===== config.mk =====
export PLATFORM = sky130hd
export DESIGN_NAME = dtree_class_voter_flat
export DESIGN_NICKNAME = d
export VERILOG_FILES = /design/src/rtl/dtree_class_voter_if.sv /design/src/rtl/dtree_class_voter.sv /design/src/flat_wrapper.sv
export SDC_FILE = /design/constraint.sdc
export NUM_CORES = 1
export LEC_CHECK = 0
export ABC_AREA = 1
export CAP_MARGIN = 0
export CORE_ASPECT_RATIO = 1.2
export CORE_MARGIN = 2
export CORE_UTILIZATION = 55
export DETAILED_ROUTE_END_ITERATION = 8
export PLACE_DENSITY_LB_ADDON = 0.2
export SYNTH_ARGS = -nofsm -noshare
export SYNTH_HDL_FRONTEND = slang
export SYNTH_SLANG_ARGS = --single-unit

===== constraint.sdc =====
create_clock -name clk -period 3.8 [get_ports clk]
set_input_delay 0.38 -clock clk [delete_from_list [all_inputs] [get_ports clk]]
set_output_delay 0.38 -clock clk [all_outputs]
set_load 0.05 [all_outputs]

===== src/rtl/dtree_class_voter_if.sv =====
// dtree_class_voter_if: classifier-to-voter and voter-to-system handshake bundle
// Signals: in_valid/in_ready/class_in (upstream beat), out_valid/out_ready/class_out (vote result),
// err_class (sticky bad-code flag); conf_out/unanimous exist only when VOTER_CONF_EN is defined.
// master drives class beats and accepts results; slave is the voter.
interface dtree_class_voter_if #(
  parameter int CLASS_W = 5,
  parameter int CNT_W = 4
);
  logic in_valid;
  logic in_ready;
  logic [CLASS_W-1:0] class_in;
  logic out_valid;
  logic out_ready;
  logic [CLASS_W-1:0] class_out;
  logic err_class;
`ifdef VOTER_CONF_EN
  logic [CNT_W-1:0] conf_out;
  logic unanimous;
`endif
  modport master (
    output in_valid, class_in, out_ready,
    input in_ready, out_valid, class_out, err_class
`ifdef VOTER_CONF_EN
    , input conf_out, unanimous
`endif
  );
  modport slave (
    input in_valid, class_in, out_ready,
    output in_ready, out_valid, class_out, err_class
`ifdef VOTER_CONF_EN
    , output conf_out, unanimous
`endif
  );
endinterface


===== src/rtl/dtree_class_voter.sv =====
// dtree_class_voter: majority vote over WINDOW decision-tree class codes, sequential scan, valid/ready result
// Ports: clk, rst_n (sync active-low), bus (dtree_class_voter_if.slave).
// Optional VOTER_CONF_EN adds conf_out (winning vote count) and unanimous on the bus.
module dtree_class_voter #(
  parameter int CLASS_W = 5,
  parameter int NUM_CLASSES = 16,
  parameter int WINDOW = 8,
  parameter int CNT_W = $clog2(WINDOW + 1)
) (
  input logic clk,
  input logic rst_n,
  dtree_class_voter_if.slave bus
);
  localparam int IDX_W = $clog2(NUM_CLASSES);
  typedef enum logic [1:0] {ACCUM, SCAN, HOLD} state_t;
  state_t state_q, state_d;
  logic [CNT_W-1:0] cnt [NUM_CLASSES];
  logic [CNT_W-1:0] samples, best_cnt;
  logic [IDX_W-1:0] idx, best_idx;
  logic [CLASS_W-1:0] class_q;
  logic err_q, full, last, in_hs, out_hs, code_ok, better;
  // full window holds in_ready low for one ACCUM cycle before the scan starts
  always_comb begin
    full = samples == CNT_W'(WINDOW);
    last = idx == IDX_W'(NUM_CLASSES - 1);
    code_ok = int'(bus.class_in) < NUM_CLASSES;
    in_hs = bus.in_valid && bus.in_ready;
    out_hs = bus.out_valid && bus.out_ready;
    better = cnt[idx] > best_cnt;
    state_d = state_q == ACCUM ? (full ? SCAN : ACCUM)
            : state_q == SCAN ? (last ? HOLD : SCAN)
            : (bus.out_ready ? ACCUM : HOLD);
  end
  always_ff @(posedge clk) begin
    if (!rst_n) begin
      state_q <= ACCUM;
      for (int i = 0; i < NUM_CLASSES; i++) cnt[i] <= '0;
      samples <= '0;
      best_cnt <= '0;
      best_idx <= '0;
      idx <= '0;
      class_q <= '0;
      err_q <= 1'b0;
    end else begin
      state_q <= state_d;
      if (in_hs) begin
        if (code_ok) begin
          cnt[bus.class_in[IDX_W-1:0]] <= cnt[bus.class_in[IDX_W-1:0]] + 1'b1;
          samples <= samples + 1'b1;
        end else err_q <= 1'b1;
      end
      // strict compare keeps the lowest index on ties
      if (state_q == SCAN) begin
        if (better) begin
          best_cnt <= cnt[idx];
          best_idx <= idx;
        end
        idx <= last ? '0 : idx + 1'b1;
        if (last) class_q <= CLASS_W'(better ? idx : best_idx);
      end
      if (out_hs) begin
        for (int i = 0; i < NUM_CLASSES; i++) cnt[i] <= '0;
        samples <= '0;
        best_cnt <= '0;
        best_idx <= '0;
        err_q <= 1'b0;
      end
    end
  end
  assign bus.in_ready = state_q == ACCUM && !full;
  assign bus.out_valid = state_q == HOLD;
  assign bus.class_out = class_q;
  assign bus.err_class = err_q;
`ifdef VOTER_CONF_EN
  assign bus.conf_out = best_cnt;
  assign bus.unanimous = bus.out_valid && best_cnt == CNT_W'(WINDOW);
`endif
endmodule


===== src/flat_wrapper.sv =====
// flat-port wrapper written by rule: the top's interface ports become plain ports
module dtree_class_voter_flat 
#(
  parameter int CLASS_W = 5,
  parameter int NUM_CLASSES = 16,
  parameter int WINDOW = 8,
  parameter int CNT_W = $clog2(WINDOW + 1)
)
  (clk, rst_n, bus_in_valid, bus_class_in, bus_out_ready, bus_in_ready, bus_out_valid, bus_class_out, bus_err_class);
  dtree_class_voter_if #(.CLASS_W(CLASS_W), .CNT_W(CNT_W)) bus_i ();
  input logic clk;
  input logic rst_n;
  input wire logic [$bits(bus_i.in_valid)-1:0] bus_in_valid;
  input wire logic [$bits(bus_i.class_in)-1:0] bus_class_in;
  input wire logic [$bits(bus_i.out_ready)-1:0] bus_out_ready;
  output wire logic [$bits(bus_i.in_ready)-1:0] bus_in_ready;
  output wire logic [$bits(bus_i.out_valid)-1:0] bus_out_valid;
  output wire logic [$bits(bus_i.class_out)-1:0] bus_class_out;
  output wire logic [$bits(bus_i.err_class)-1:0] bus_err_class;
  assign bus_i.in_valid = bus_in_valid;
  assign bus_i.class_in = bus_class_in;
  assign bus_i.out_ready = bus_out_ready;
  assign bus_in_ready = bus_i.in_ready;
  assign bus_out_valid = bus_i.out_valid;
  assign bus_class_out = bus_i.class_out;
  assign bus_err_class = bus_i.err_class;
  dtree_class_voter #(.CLASS_W(CLASS_W), .NUM_CLASSES(NUM_CLASSES), .WINDOW(WINDOW), .CNT_W(CNT_W)) u_core (.clk(clk), .rst_n(rst_n), .bus(bus_i));
endmodule

* Word level (Yosys, flattened, before mapping)
Memories as Yosys holds them, arrays and structs flattened. A register that Yosys moved wholly into a read port is not among the register bits. Index checks and enable logic that the tools add are counted.
Word-level totals: register bits 24, RAM bits 64, input port bits 9, output and inout bits 8, logic and storage cells 82, memories kept 1
Operators by class: add/sub/neg operators 3, magnitude comparators 2, equality and inequality tests 4, mux-type cells 36, bitwise gates (word level) 18, reduce and logical (&&, ||, !) cells 11
Memories:
- u_core.cnt | depth 16, width 4, rd ports 2, clocked after Yosys merged registers in 1, wr ports 16, RTL line dtree_class_voter.sv:17 | logic [CNT_W-1:0] cnt [NUM_CLASSES];
Operator list (count):
- $mux W4 | 22
- $or A1 B1 Y1 | 16
- $add A4 B1 Y4 const B | 3
- $mux W1 | 10
- $eq A4 B4 Y1 const B | 2
- $mux W2 | 4
- $reduce_and A2 Y1 | 4
- $lt A5 B5 Y1 const B | 1
- $gt A4 B4 Y1 | 1
- $reduce_or A4 Y1 | 1
- $logic_and A1 B1 Y1 | 3
- $eq A2 B1 Y1 const B | 1
- $eq A2 B2 Y1 const B | 1
- $logic_not A2 Y1 | 1
- $not A1 Y1 | 2
- $reduce_or A2 Y1 | 1
- $logic_not A1 Y1 | 1

* Longest topological paths before layout
depth in word-level cells 9, gate-level depth with buffers 18

* Worst setup path after synthesis
OpenSTA, ideal clock, no wires.
path kind register -> register, start point register (tool-made name), end point register u_core.best_cnt[0], read port of u_core.cnt, data arrival time 2458 ps, data required time 3685 ps, setup slack 1226 ps, stages on the path, launching flop included 16, buffers on the path 2, period minus slack after synthesis 2574 ps, cells stage by stage dfxtp_1 -> clkbuf_1 -> inv_1 -> clkbuf_1 -> o21ai_0 -> o22ai_1 -> o211ai_1 -> nand2_1 -> ha_1 -> nand2_1 -> o21ai_0 -> nand2_1 -> nor2_2 -> inv_1 -> o21ai_0 -> inv_1
RTL lines:
- to (decl) | RTL line dtree_class_voter.sv:18 | logic [CNT_W-1:0] samples, best_cnt;

==> metrics.yaml <==
status: "completed"
grt_max_degree: 36
nets: 656
root_buffer: "clkbuf_8"
cts_resized: 0
area_delta_synth_final_pct: 8.29
fin_crit_sh: 0.796
grt_pass1_vias: 3927
combPwrFrac: 0.104
yosysMostFrequentCell: "nand2_1"
cts.path.max_buffers: 2
setup_viol: 0
drt_pass1_iterations: 5
antenna_found_initial: 0
die_height_um: 107
cp_slowest_stage_delay_ps: 350
end_kind: "flip-flop"
min_path_cells: 2
total_power_uw: 1950
hp-class: "flip-flop to flip-flop"
worstSkewPairLatency_ps: 370
p_clk_frac: 0.331
post_cts_buffers: 0
initial_core_util: 0.569
wirelength_um: 12100
yosys_warnings: 0
p_int_uw: 1440
vias: 4192
period_needed_ps: 3020
drt_iter0_drc: 381
vdd_drop_max_mv: 0.244
r2r_end: "u_core.best_cnt[1]"
pwr-share-seq: 0.564
cts_tree: "yes"
cts.sinks: 91
dieWidth_um: 90.2
swShare: 0.261
dpl_cell_area_um2: 5110
fmax_mhz: 331
diodes: 0
wl_per_cell_um: 15.9
gp_congestion: 0.915
grt-ovfl-total: 0
numCtsBuffers: 9
worstRegToRegCells: 17
routed_via_density: 5.51
slowest_stage: "dfxtp_1"
cts_hold_buffers: 0
synth_cell_types: 30
fillCellCount: 815
critPathTopFamily: "compound AO/OA/AOI/OAI gates"
synth_top_area_frac: 0.392
tns_ps: 0
port_buffers: 15
synthTopCellsByCount: "nand2_1, nor2_1, edfxtp_1"
syn_area_um2: 4900
synth-seq-area-share: 0.502
seq_area_um2: 2460
worstMarginPinSlew_ps: 891
row_count: 37
hold_start: "u_core.bus.err_class"
drive_above_1_share: 0.0528
crit_fanout: 35
track_usage: 0.260
slew_headroom: 0.406
cp.arrival_ps: 3340
synth_edf_count: 64
clk_pin_slew_ps: 100
grt_pass1_wl_um: 19500
crit_path_start_kind: "flip-flop"
synth-seq-cells: 91
final_area_um2: 5310
coreArea_um2: 8610
max-cap-violations: 0
crit_buf_inv: 4
synth_area_leaders: "edfxtp_1, nand2_1, dfxtp_1"
crit_type: "flip-flop to flip-flop"
synthCells: 630
io_pins: 17
fin_worst_skew_ps: 16.3
synth_ff_type: "edfxtp_1"
dp_hpwl_um: 8350
postLayoutCoreUtil: 0.617
postRouteAntennaNets: 0
reg2reg_slack_ps: 780
htreeDepth: 3
hold_violations: 0
avgSynthCellArea_um2: 7.78
cellPowerDensity_nw_per_um2: 367
cp_cell_sequence: "clkinv_1 > buf_4 > nor2_1 > nor2_1 > o21ai_0 > o211ai_1 > o211ai_1 > nand2_1 > ha_1 > nand2_1 > o21ai_0 > nand2_1 > nor2_2 > inv_1 > a21oi_1 > o21ai_0 > inv_1"
die_area_um2: 9690
hold_path_end: "u_core.bus.err_class"
yosysTopAreaCell: "edfxtp_1"
rsz0062_at_grt: "no"
p_switching_uw: 510
synth_nets: 647
post-route-drc-count: 0
async_flop_share: 0
total_leakage_power_uw: 0.00226
worstPathRequired_ps: 4110
drv_slew: 0
multi_input_area_um2: 2060
==> logic make-up after synthesis <==
kind of cell             after synthesis  synth area share
AO/OA/AOI/OAI                        104             0.118
AND/OR/NAND/NOR                      339             0.273
flip-flops                            91             0.502
adder cells (fa/ha/maj)                8            0.0204
XOR/XNOR                               2           0.00740
other                                  1          0.000765
buffers and inverters                 85            0.0781
==> worst min-delay path: cells and delay by family, from the launching register on <==
family,cells,cell delay (ps)
buffers and inverters,1,50
AOI/OAI and AO/OA,1,50
DFF,1,320
==> state kept, by name, indices dropped and copies added (netlist names), named ones only <==
register / count
u_core.idx: 4
u_core.bus.class_out: 4
u_core.best_idx: 4
u_core.best_cnt: 4
u_core.samples: 4
u_core.bus.err_class: 1
u_core.cnt: 64
u_core.state_q: 2
==> through the flow <==
stage	hold slack (ps)	std cells	setup slack [ps]
after floorplan	441	630	1230
after global placement	440	745	617
after detailed placement	445	745	530
after CTS	459	761	797
after global routing	473	761	453
final	461	761	777
==> cell type report <==
cell class | instances | share of cell area
sequential | 91 | 0.464
multi-input combinational | 454 | 0.388
timing repair buffer | 25 | 0.0424
inverter | 58 | 0.0415
clock buffer | 12 | 0.0313
tap | 117 | 0.0276
clock inverter | 4 | 0.00589
==> how the worst max path moves through the flow <==
| stage | cells past startpoint | end | slack (ps) |
|---|---|---|---|
| global placement | 13 | u_core.cnt[11][2] | 620 |
| CTS | 17 | u_core.best_cnt[3] | 800 |
| finish | 17 | u_core.best_cnt[1] | 780 |
| global route | 16 | u_core.best_cnt[1] | 450 |
| detailed placement | 13 | u_core.cnt[10][2] | 530 |
| floorplan | 15 | u_core.best_cnt[0] | 1230 |
==> metal layers <==
metal / track usage / vias to the layer above / wire [um]
li1: - / 2073 / -
met1: 0.317 / 1922 / 5070
met2: 0.451 / 165 / 5910
met3: 0.0476 / 32 / 768
met4: 0.122 / 0 / 335
met5: 0 / - / 0
==> cell usage in the layout (no fill, tap or decap), types with 2 or more instances in the layout <==
| master | count |
|---|---|
| nand2_1 | 196 |
| nor2_1 | 107 |
| edfxtp_1 | 64 |
| inv_1 | 55 |
| o21ai_0 | 51 |
| a21oi_1 | 29 |
| dfxtp_1 | 27 |
| nand3_1 | 20 |
| o211ai_1 | 19 |
| clkdlybuf4s50_1 | 15 |
| clkbuf_8 | 10 |
| buf_4 | 10 |
| ha_1 | 8 |
| nor3_1 | 7 |
| nand2_2 | 3 |
| nand4_1 | 3 |
| o22ai_1 | 2 |
| inv_6 | 2 |
==> power by group through the flow <==
| stage | sequential [uW] | clock (uW) | combinational (uW) |
|---|---|---|---|
| 6_report | 1100 | 646 | 204 |
| 5_1_grt | 1100 | 690 | 224 |
| 4_1_cts | 1100 | 658 | 202 |
| 3_5_place_dp | 1120 | 0 | 200 |
| 3_3_place_gp | 1120 | 0 | 195 |
| 2_1_floorplan | 1120 | 0 | 146 |
No activity file was read; power rests on OpenSTA's default activity.
